File: src/rtl/bp_pkg.sv
// Shared constants and helpers for the branch prediction table.
//   - Default values for the table parameters.
//   - Counter reset value: weakly not-taken, 2**(CTR_BITS-1)-1 (0 for 1-bit counters).
//   - stat_inc: 32-bit increment that sticks at all-ones instead of wrapping.
package bp_pkg;

  localparam int IDX_BITS_DEF = 6;
  localparam int CTR_BITS_DEF = 2;
  localparam int GHR_BITS_DEF = 6;
  localparam int GSHARE_DEF   = 1;

  // Reset value of a counter with the default width.
  localparam int CTR_RST_DEF  = (1 << (CTR_BITS_DEF - 1)) - 1;

  // Reset value for an arbitrary counter width.
  function automatic int ctr_rst_val(input int ctr_bits);
    return (1 << (ctr_bits - 1)) - 1;
  endfunction

  // Saturating increment used by the statistics counters.
  function automatic logic [31:0] stat_inc(input logic [31:0] v);
    return (v == 32'hFFFF_FFFF) ? v : v + 32'd1;
  endfunction

endpackage

File: src/rtl/branch_sat_counter.sv
// Saturating up/down counter next-state logic (purely combinational).
// Ports:
//   value      : current counter value
//   taken      : resolved branch outcome (1 = count up, 0 = count down)
//   next_value : value after one step, clamped to [0, 2**CTR_BITS-1]
// With CTR_BITS=1 this degenerates to next_value = taken.
module branch_sat_counter #(
  parameter int CTR_BITS = 2
) (
  input  logic [CTR_BITS-1:0] value,
  input  logic                taken,
  output logic [CTR_BITS-1:0] next_value
);

  localparam logic [CTR_BITS-1:0] CTR_MAX = {CTR_BITS{1'b1}};
  localparam logic [CTR_BITS-1:0] CTR_ONE = CTR_BITS'(1);

  always_comb begin
    next_value = value;
    if (taken) begin
      if (value != CTR_MAX) next_value = value + CTR_ONE;
    end else begin
      if (value != '0) next_value = value - CTR_ONE;
    end
  end

endmodule

File: src/rtl/branch_predict_table.sv
// Branch direction predictor: table of saturating counters indexed by PC
// (bimodal) or PC XOR global history (gshare).
// Ports:
//   clk, reset_n          : clock, asynchronous active-low reset
//   pred_valid, pred_pc   : IF-stage lookup request
//   pred_taken            : predicted direction (0 when no lookup)
//   pred_index            : table index used; carried down the pipe to EX
//   upd_valid, upd_index  : EX-stage retirement of a resolved branch
//   upd_taken             : actual outcome
//   upd_mispredict        : the earlier prediction was wrong
//   stat_branches         : saturating count of updates since reset
//   stat_mispredicts      : saturating count of mispredicted updates
// Lookup is combinational against the registered table, so a same-cycle
// update to the looked-up entry is only visible from the next cycle.
module branch_predict_table
  import bp_pkg::*;
#(
  parameter int IDX_BITS = IDX_BITS_DEF,
  parameter int CTR_BITS = CTR_BITS_DEF,
  parameter int GHR_BITS = GHR_BITS_DEF,
  parameter int GSHARE   = GSHARE_DEF
) (
  input  logic                clk,
  input  logic                reset_n,
  input  logic                pred_valid,
  input  logic [31:0]         pred_pc,
  output logic                pred_taken,
  output logic [IDX_BITS-1:0] pred_index,
  input  logic                upd_valid,
  input  logic [IDX_BITS-1:0] upd_index,
  input  logic                upd_taken,
  input  logic                upd_mispredict,
  output logic [31:0]         stat_branches,
  output logic [31:0]         stat_mispredicts
);

  generate
    if (CTR_BITS < 1 || CTR_BITS > 4) begin : g_bad_ctr_bits
      $error("branch_predict_table: CTR_BITS must be in 1..4");
    end
    if (GHR_BITS < 1 || GHR_BITS > IDX_BITS) begin : g_bad_ghr_bits
      $error("branch_predict_table: GHR_BITS must be in 1..IDX_BITS");
    end
  endgenerate

  localparam int                  ENTRIES = 2 ** IDX_BITS;
  localparam logic [CTR_BITS-1:0] CTR_RST = CTR_BITS'(ctr_rst_val(CTR_BITS));

  logic [CTR_BITS-1:0] ctr_reg [ENTRIES];
  logic [GHR_BITS-1:0] ghr_reg;
  logic [31:0]         branches_reg;
  logic [31:0]         mispredicts_reg;

  logic [IDX_BITS-1:0] pc_idx;
  logic [IDX_BITS-1:0] ghr_ext;
  logic [IDX_BITS-1:0] lookup_idx;
  logic [CTR_BITS-1:0] ctr_next;

  // PC bits outside the index field do not participate in the lookup.
  logic unused_pc_bits;
  assign unused_pc_bits = ^{pred_pc[31:IDX_BITS+2], pred_pc[1:0]};

  // Word-aligned PC selects the entry; gshare folds in the history, which
  // is zero-extended so it only perturbs the low GHR_BITS index bits.
  assign pc_idx     = pred_pc[IDX_BITS+1:2];
  assign ghr_ext    = IDX_BITS'(ghr_reg);
  assign lookup_idx = (GSHARE != 0) ? (pc_idx ^ ghr_ext) : pc_idx;

  assign pred_index = lookup_idx;
  assign pred_taken = pred_valid & ctr_reg[lookup_idx][CTR_BITS-1];

  // Only one entry changes per cycle, so a single next-state instance
  // serves the whole table.
  branch_sat_counter #(
    .CTR_BITS (CTR_BITS)
  ) u_sat_counter (
    .value      (ctr_reg[upd_index]),
    .taken      (upd_taken),
    .next_value (ctr_next)
  );

  always_ff @(posedge clk or negedge reset_n) begin
    if (!reset_n) begin
      for (int i = 0; i < ENTRIES; i++) begin
        ctr_reg[i] <= CTR_RST;
      end
    end else if (upd_valid) begin
      ctr_reg[upd_index] <= ctr_next;
    end
  end

  // History advances only on retirement (non-speculative). Truncating the
  // concatenation drops the old MSB and works for GHR_BITS=1 too.
  always_ff @(posedge clk or negedge reset_n) begin
    if (!reset_n) begin
      ghr_reg <= '0;
    end else if (upd_valid) begin
      ghr_reg <= GHR_BITS'({ghr_reg, upd_taken});
    end
  end

  always_ff @(posedge clk or negedge reset_n) begin
    if (!reset_n) begin
      branches_reg    <= '0;
      mispredicts_reg <= '0;
    end else if (upd_valid) begin
      branches_reg <= stat_inc(branches_reg);
      if (upd_mispredict) mispredicts_reg <= stat_inc(mispredicts_reg);
    end
  end

  assign stat_branches    = branches_reg;
  assign stat_mispredicts = mispredicts_reg;

endmodule

File: config.mk
export PLATFORM = sky130hd
export DESIGN_NAME = branch_predict_table
export DESIGN_NICKNAME = d
export VERILOG_FILES = /design/src/rtl/bp_pkg.sv /design/src/rtl/branch_sat_counter.sv /design/src/rtl/branch_predict_table.sv
export SDC_FILE = /design/constraint.sdc
export NUM_CORES = 1
export LEC_CHECK = 0
export CORE_MARGIN = 5
export CORE_UTILIZATION = 51
export DETAILED_ROUTE_END_ITERATION = 10
export PLACE_DENSITY = 0.76
export SYNTH_ARGS = -nofsm -noshare
export SYNTH_HDL_FRONTEND = slang
export SYNTH_SLANG_ARGS = --single-unit
File: constraint.sdc
create_clock -name clk -period 3.85 [get_ports clk]
set_input_delay 0.77 -clock clk [delete_from_list [all_inputs] [get_ports clk]]
set_output_delay 0.77 -clock clk [all_outputs]
set_load 0.01 [all_outputs]
Yosys cells after proc, flatten, opt, wreduce, memory -nomap -nowiden
Index checks and enable logic that the tools add are counted.

word-level totals
  register bits after elaboration = 198
  input port bits = 44
  output and inout bits = 71
  word-level logic and storage cells = 99

operators by class
  add/sub/neg operators = 4
  magnitude comparators = 3
  eq/ne operators = 3
  multiplexer cells = 12
  bitwise operators = 6
  reductions and logical operators = 4

operator list
  kind                                                                           number
  128-bit bitwise mux                                                            1
  32-bit by 1-bit adder with 32-bit output (second input constant)               2
  32-bit == test (second input constant)                                         2
  2-bit binary-select mux with 6-bit select                                      2
  2-bit two-way mux                                                              8
  7-bit greater-or-equal comparator (second input constant)                      2
  6-bit inverter with 7-bit output                                               2
  2-bit demux with 6-bit select                                                  1
  7-bit by 1-bit less-than comparator with 1-bit output (second input constant)  1
  6-bit XOR                                                                      1
  3-bit AND reduction                                                            1
  2-bit by 1-bit adder with 2-bit output (second input constant)                 1
  2-bit != test (second input constant)                                          1
  1-bit inverter                                                                 2
  2-bit AND reduction                                                            1
  2-bit nonzero test                                                             1
  2-bit by 1-bit subtractor with 2-bit output (second input constant)            1
  1-bit bitwise AND                                                              1
  1-bit logical AND                                                              1

Depth between registers and ports, before layout
Gate-level depths: netlist of run 1.

  depth in word-level cells = 8
  depth in mapped cells = 12
  mapped depth without buffers = 8

By module
A second synthesis of run 1 with hierarchy kept.

unflattened totals
  cell total of the unflattened synthesis = 859
  area total of the unflattened synthesis = 10197.3 um^2

by module, submodules not included
  module                instances  cells an instance  area each (um^2)  seq. area each (um^2)
  branch_predict_table  1          856                10171.0           5034.8
  branch_sat_counter    1          3                  26.3              0.0

Worst setup path before layout of run 1
Ideal clock, no wire load.

  path type = input to output
  start point = input pred_pc[2]
  end point = output pred_taken
  arrival = 3.290 ns
  data required time = 3.080 ns
  setup slack = -0.210 ns
  stages on the path = 6
  path buffers = 1
  cell sequence = xor2_1 buf_4 mux4_2 mux4_2 mux2_2 a32o_1

on the way
  longest elaborated chain between the ends = 6

ends and longest elaborated chain
  element                                                 line                        RTL
  from (decl)                                             branch_predict_table.sv:26  input logic [31:0] pred_pc,
  6-bit XOR                                               branch_predict_table.sv:67  assign lookup_idx = (GSHARE != 0) ? (pc_idx ^ ghr_ext) : pc_idx;
  net pred_index[0]                                       branch_predict_table.sv:28  output logic [IDX_BITS-1:0] pred_index,
  6-bit inverter with 7-bit output (not written as such)  branch_predict_table.sv:70  assign pred_taken = pred_valid & ctr_reg[lookup_idx][CTR_BITS-1];
  2-bit binary-select mux with 6-bit select               branch_predict_table.sv:70
  2-bit two-way mux (not written as such) (2 in a row)    branch_predict_table.sv:70
  1-bit bitwise AND                                       branch_predict_table.sv:70
  to (decl)                                               branch_predict_table.sv:27  output logic pred_taken,

The timed path passes the listed nets, and every way through them passes these cells. The select of a mux whose other input is x is not followed.

Worst setup path in the final report of run 1
  start point = register ghr_reg[0] (netlist: ghr_ext[0])
  end point = output pred_taken

on the way
  longest elaborated chain between the ends = 6

ends and longest elaborated chain
  element                                                 line                        RTL
  from (decl)                                             branch_predict_table.sv:50  logic [GHR_BITS-1:0] ghr_reg;
  from (signal assigned)                                  branch_predict_table.sv:98  ghr_reg <= GHR_BITS'({ghr_reg, upd_taken});
  6-bit XOR                                               branch_predict_table.sv:67
  6-bit inverter with 7-bit output (not written as such)  branch_predict_table.sv:70
  2-bit binary-select mux with 6-bit select               branch_predict_table.sv:70
  2-bit two-way mux (not written as such) (2 in a row)    branch_predict_table.sv:70
  1-bit bitwise AND                                       branch_predict_table.sv:70

Every way passes these cells. The select of a mux whose other input is x is not followed.

==> results.yml, run 1 <==
run_status:
  status: "finished, final reports clean"
synthesis:
  ys_warn_count: 0
  async_flop_share_pct: 100
  synth_edf_count: 0
  ys.flop_type: "dfrtp_1"
  synth-seq-cells: 198
  synth_sequential_area_ratio_pct: 49.9
  syn_inst: 973
  syn_nets: 1019
  netlist_area_sq_um: 10100
  avgSynthCellArea_sq_um: 10.4
  synth_cell_types: 64
route:
  viasPerCell: 5.84
  drt-total-wl_um: 26200
  ant_nets: 0
  vias: 7987
  wl_per_cell_um: 19.1
  dr.pass1.iters: 5
  detail_route.iter0.violations: 676
  drcViolationCount: 0
timing:
  timing.fmax_ghz: 0.263
  slew_headroom_pct: 46.0
  fin_skew_ns: 0.0115
  period_needed_ns: 3.80
  post-route-period-util_pct: 98.7
  hold_viol_final: 0
  worstMarginPinSlew_ns: 0.811
  finalMaxSlewViolations: 0
  fin_setup_tns_ns: 0
  hold_ws_ns: 0.416
  setup_viol: 0
grt:
  grt_max_degree: 101
  grt_pass1_wl_um: 42100
  grt_pass1_vias: 7835
  grt_antenna_before_repair: 1
  gr-total-overflow: 0
  grt_usage_pct: 23.9
worst_setup_path:
  crit_required_ns: 3.08
  worstSetupPathType: "register to output port"
  crit_fanout: 6
  arrival_ns: 3.03
  rr_endpoint: "stat_branches[1]"
  r2r-start: "stat_branches[17]"
  end_kind: "output port"
  worstPathCellList: "xor2_4 -> buf_12 -> mux4_2 -> mux4_2 -> mux2_4 -> a32o_2 -> buf_6"
  crit_buf_inv: 2
  regToRegSetupSlack_ns: 1.06
  worst_setup_path_start_kind: "register"
  path_delay_family: "multiplexers"
  critPathMaxStageDelay_ns: 0.50
  ff2ff_path_depth: 6
  crit_slowest_cell: "mux4_2"
  crit_top_cell: "mux4_2"
layout:
  final-instance-count-excl-fill: 1368
  largest_reg_flops: 128
  multi_input_area_sq_um: 4790
  fill_cells: 1541
  regArea_sq_um: 5030
  drive_above_1_share_pct: 23.5
  fin_util_pct: 62.9
  finalInstanceArea_sq_um: 12200
  fin_nets: 1135
  area_growth_pct: 21.2
floorplanning:
  ioPinCount: 115
  die_h_um: 151
  dieArea_sq_um: 22700
  start_util_pct: 51.9
  die_w_um: 151
  coreArea_sq_um: 19500
  rows: 51
run:
  cap_violations: 0
clock_tree:
  numCtsBuffers: 17
  htree_levels: 4
  clockRootBuffer: "clkbuf_16"
  cts_tree: "done"
  clk_pin_slew_worst_paths_ns: 0.08
  clockBufferDepth: 2
  hold_buffers: 0
  insertion_delay_ns: 0.44
  cts.sinks: 198
place:
  hpwl_um: 18200
  portBuffers: 88
  dpl-instance-area_sq_um: 11600
  place.gp.congestion: 0.915
  placed_cells: 1331
pwr:
  leakage_uw: 0.00518
  ir_worst_vdd_uv: 336
  power.density_nw_per_um2: 447
worst_hold_path:
  hold_path.class: "primary input to asynchronous set/reset pin"
-- power by group --
part	switching (uW)	internal [uW]	leakage, uW
clock network	885	873	0.000283
registers	220	2360	0.00245
logic	565	564	0.00244
total	1670	3800	0.00518
-- Yosys cell counts, drive strengths merged (2+ instances only) --
| cell type | number | area (sq um) |
|---|---|---|
| and3 | 13 | 81.3 |
| nand2b | 4 | 25.0 |
| inv | 20 | 75.1 |
| dfrtp | 134 | 3350 |
| a221oi | 3 | 26.3 |
| o32ai | 2 | 17.5 |
| o21ai | 139 | 913 |
| nor2 | 51 | 191 |
| nand3b | 2 | 15.0 |
| maj3 | 2 | 25.0 |
| or4 | 2 | 15.0 |
| dfstp | 64 | 1680 |
| clkbuf | 10 | 37.5 |
| buf | 30 | 201 |
| nor4 | 3 | 25.0 |
| and2 | 4 | 25.0 |
| a211o | 2 | 17.5 |
| a22oi | 7 | 52.6 |
| o211ai | 2 | 15.0 |
| and4 | 7 | 61.3 |
| mux4 | 32 | 736 |
| xnor2 | 20 | 175 |
| o2111ai | 3 | 26.3 |
| xor2 | 46 | 403 |
| mux2i | 17 | 170 |
| nand4 | 12 | 75.1 |
| o31ai | 2 | 15.0 |
| mux2 | 17 | 191 |
| or3b | 2 | 17.5 |
| nor2b | 9 | 56.3 |
| nand2 | 234 | 878 |
| a32o | 3 | 30.0 |
| nand3 | 28 | 140 |
| nor3 | 16 | 80.1 |
| ha | 2 | 25.0 |
| nor3b | 3 | 22.5 |
| a31oi | 2 | 12.5 |
| a2111oi | 2 | 17.5 |
| a22o | 2 | 17.5 |
| a21oi | 6 | 33.8 |
| nor4bb | 2 | 20.0 |
-- metal layers --
layer  track usage (%)  wire [um]  up-vias
li1                  -          -     3650
met1              32.8      11000     3947
met2              37.4      12500      334
met3              5.87       1950       56
met4              8.16        697        0
met5                 0          0        -
-- cell usage in the layout (no fill, tap or decap), types with 5 or more instances in the layout --
cell	netlist	layout
mux4_2	28	28
dfrtp_1	134	134
mux2i_1	17	17
dfstp_2	64	64
and3_1	13	13
o21ai_2	55	55
nand2_1	234	234
buf_4	4	36
clkdlybuf4s50_1	0	82
nor2b_1	9	9
a22oi_1	7	7
inv_1	20	20
o21ai_1	8	8
and4_1	7	7
o21ai_0	75	75
mux2_2	16	15
inv_8	0	6
a21oi_1	5	5
nand3_1	28	28
buf_12	0	11
nor3_1	16	16
xnor2_1	20	20
clkbuf_16	0	18
nand4_1	12	12
nor2_1	51	51
xor2_1	46	44
-- metrics by stage --
stage | setup slack, ns | total power, uW
floorplan | 0.0617 | 3180
global placement | -0.581 | 3660
detailed placement | -0.606 | 3700
CTS | 0.0123 | 5490
global route | -0.0168 | 5720
finish | 0.0514 | 5470
-- cell type report --
| class | count | share of cell area, % |
|---|---|---|
| antenna | 1 | 0.0205 |
| clock buffer | 18 | 3.51 |
| clock inverter | 14 | 1.24 |
| inverter | 20 | 0.614 |
| multi-input combinational | 715 | 39.2 |
| sequential | 198 | 41.2 |
| tap | 265 | 2.71 |
| timing repair buffer | 137 | 11.6 |
-- worst max-delay path by stage --
stage,start,cells past startpoint,to,slack [ns]
floorplan,pred_pc[2],6,pred_taken,0.06
global placement,pred_pc[2],8,pred_taken,-0.58
detailed placement,pred_pc[2],8,pred_taken,-0.61
CTS,pred_pc[3],8,pred_taken,0.01
global route,ghr_ext[0],7,pred_taken,-0.02
finish,ghr_ext[0],7,pred_taken,0.05
-- cell families (layout without fill, tap and decap cells) --
family                     count (synthesis)  in the layout  share of synthesized area, %
muxes                                     66             66                          10.9
other                                      0              1                             0
and+or+nand+nor                          398            398                          17.6
adders and majority gates                  4              4                         0.496
buffers and inverters                     60            189                          3.11
xor gates and xnor gates                  66             66                          5.72
DFF                                      198            198                          49.9
AOI/OAI and AO/OA                        181            181                          12.3
-- what timing repair did --
action | 4_1_cts | 5_1_grt
endpoints found under the setup margin | 1 | 1
setup buffers | 1 | 1
pin swaps | 2 | 1
gates cloned | 1 | 1
gates resized for setup | 13 | 3
Power figures use the tool's default switching activity.
==> inputs of run 2 (changes only) <==
--- a/config.mk
+++ b/config.mk
@@ -9,6 +9,7 @@
 export CORE_UTILIZATION = 51
 export DETAILED_ROUTE_END_ITERATION = 10
 export PLACE_DENSITY = 0.76
+export RECOVER_POWER = 50
 export SYNTH_ARGS = -nofsm -noshare
 export SYNTH_HDL_FRONTEND = slang
 export SYNTH_SLANG_ARGS = --single-unit
==> run 2 against run 1 <==
Effect of this change:
- the run now ends with max-capacitance violations, max-slew violations left
- global-route usage stayed put
- die area stayed put
- core utilization down 0.064 points
- worst setup slack lost 0.0022 ns
- maximum frequency barely moved
- clock power barely moved
- final area shrank 0.10%
- routed wire length rose by 0.23%
- sequential share of layout area barely moved
- sequential power is essentially flat
- power is essentially flat
- critical path type unchanged
- critical endpoint unchanged
==> results.yml, run 2 (synthesis gave the netlist of run 1 again) <==
run_status:
  status: "complete, but fails checks"
  violations: "max-capacitance violations, max-slew violations"
timing:
  hold_ws_ns: 0.471
  timing.fmax_ghz: 0.263
  slew_headroom_pct: -67.1
  post-route-period-util_pct: 98.7
  worstMarginPinSlew_ns: 2.51
  fin_skew_ns: 0.0106
  setup_viol: 0
  hold_viol_final: 0
  finalMaxSlewViolations: 99
  period_needed_ns: 3.80
worst_setup_path:
  path_depth: 7
  critPathMaxStageDelay_ns: 0.52
  regToRegSetupSlack_ns: 1.06
  worstPathCellList: "xor2_4 -> buf_12 -> mux4_2 -> mux4_2 -> mux2_4 -> a32o_2 -> buf_6"
  worst_setup_path_start_kind: "register"
  crit_buf_inv: 2
  crit_required_ns: 3.08
  crit_slowest_cell: "mux4_2"
  cp-endpoint: "pred_taken"
  ff2ff_path_depth: 6
  path_delay_family: "multiplexers"
  crit_fanout: 6
  crit_top_cell: "mux4_2"
  arrival_ns: 3.03
  end_kind: "output port"
  cp-startpoint: "ghr_ext[0]"
  rr_endpoint: "stat_branches[1]"
  worstSetupPathType: "register to output port"
  r2r-start: "stat_branches[17]"
run:
  cap_violations: 1
route:
  vias: 7967
  drt-total-wl_um: 26200
  viasPerCell: 5.82
  dr.pass1.iters: 5
  drcViolationCount: 0
  wl_per_cell_um: 19.2
  detail_route.iter0.violations: 621
  ant_nets: 0
layout:
  drive_above_1_share_pct: 23.4
  largest_reg_flops: 128
  final_common_cell: "nand2_1"
  finalInstanceArea_sq_um: 12200
  most-common-layout-cells: "234 x nand2_1, 134 x dfrtp_1, 81 x clkdlybuf4s50_1"
  area_growth_pct: 21.0
  fin_nets: 1135
clock_tree:
  clockRootBuffer: "clkbuf_16"
  cts.sinks: 198
  hold_buffers: 0
  numCtsBuffers: 17
  clockBufferDepth: 2
  cts_tree: "done"
  insertion_delay_ns: 0.44
  clk_pin_slew_worst_paths_ns: 0.07
  htree_levels: 4
floorplanning:
  dieArea_sq_um: 22700
  rows: 51
  die_w_um: 151
  start_util_pct: 51.9
  ioPinCount: 115
  die_h_um: 151
  coreArea_sq_um: 19500
grt:
  grt_max_degree: 101
  grt_usage_pct: 23.9
  grt_pass1_wl_um: 42100
  gr-total-overflow: 0
  grt_pass1_vias: 7835
  grt_antenna_before_repair: 1
place:
  dpl-instance-area_sq_um: 11600
  portBuffers: 88
  place.gp.congestion: 0.915
  hpwl_um: 18200
pwr:
  ir_worst_vdd_uv: 337
  power.density_nw_per_um2: 448
  leakage_uw: 0.00517
worst_hold_path:
  hold_path.class: "register to register"
==> run 2: worst register-to-register path: cells and delay by family (launching register included) <==
family	cells	cell delay, ns
flops	1	0.44
simple gates	4	1.61
compound gates	1	0.28
mux	1	0.35
==> run 2: worst min-delay path by stage <==
stage | slack, ns | to | depth (start not counted) | start
global placement | 0.45 | ctr_reg[24] | 2 | ctr_reg[24]
CTS | 0.45 | ctr_reg[33] | 1 | reset_n
global route | 0.48 | ctr_reg[118] | 2 | ctr_reg[118]
finish | 0.47 | ctr_reg[6] | 2 | ctr_reg[6]
floorplan | 0.44 | ctr_reg[22] | 2 | ctr_reg[22]
detailed placement | 0.46 | ctr_reg[6] | 2 | ctr_reg[6]
==> run 2: area by class of cell <==
type / count / area [sq um]
multi-input cells: 715 / 4790
inverters: 20 / 75.1
fillers: 1540 / 7240
clock buffers: 18 / 429
repair buffers: 137 / 1400
well taps: 265 / 332
diodes: 1 / 2.50
flip-flops and latches: 198 / 5030
clock inverters: 14 / 151
==> run 2: per-layer routing <==
layer | track usage [%] | routed length (um)
met1 | 32.8 | 11100
met2 | 37.4 | 12500
met3 | 5.87 | 1880
met4 | 8.16 | 763
met5 | 0 | 0
==> run 2: through the flow <==
stage	total power [uW]	setup slack, ns	cells	TNS, ns	utilization [%]
6_report	5470	0.0492	1368	0	62.8
5_1_grt	5720	-0.0168	1368	-0.0168	62.8
4_1_cts	5490	0.0123	1365	0	62.6
3_5_place_dp	3700	-0.606	1331	-0.606	59.4
3_3_place_gp	3660	-0.581	1331	-0.581	59.4
2_1_floorplan	3180	0.0617	973	0	-
==> run 2: repair_timing <==
item                                    4_1_cts  5_1_grt
pin swaps                                     2        1
gates cloned                                  1        1
buffers inserted                              1        1
endpoints found under the setup margin        1        1
gates resized for setup                      13        3
==> run 2: report_power, final <==
group / leakage [uW] / internal (uW) / total (uW) / switching (uW)
Clock: 0.000283 / 873 / 1760 / 885
Sequential: 0.00245 / 2360 / 2580 / 221
Combinational: 0.00243 / 563 / 1130 / 565
Total: 0.00517 / 3800 / 5470 / 1670
==> inputs of run 3 (changes only) <==
--- a/config.mk
+++ b/config.mk
@@ -13,3 +13,4 @@
 export SYNTH_ARGS = -nofsm -noshare
 export SYNTH_HDL_FRONTEND = slang
 export SYNTH_SLANG_ARGS = --single-unit
+export TNS_END_PERCENT = 1
==> results of run 3 <==
No change in the layout: final DEF, timing and power equal those of run 2.
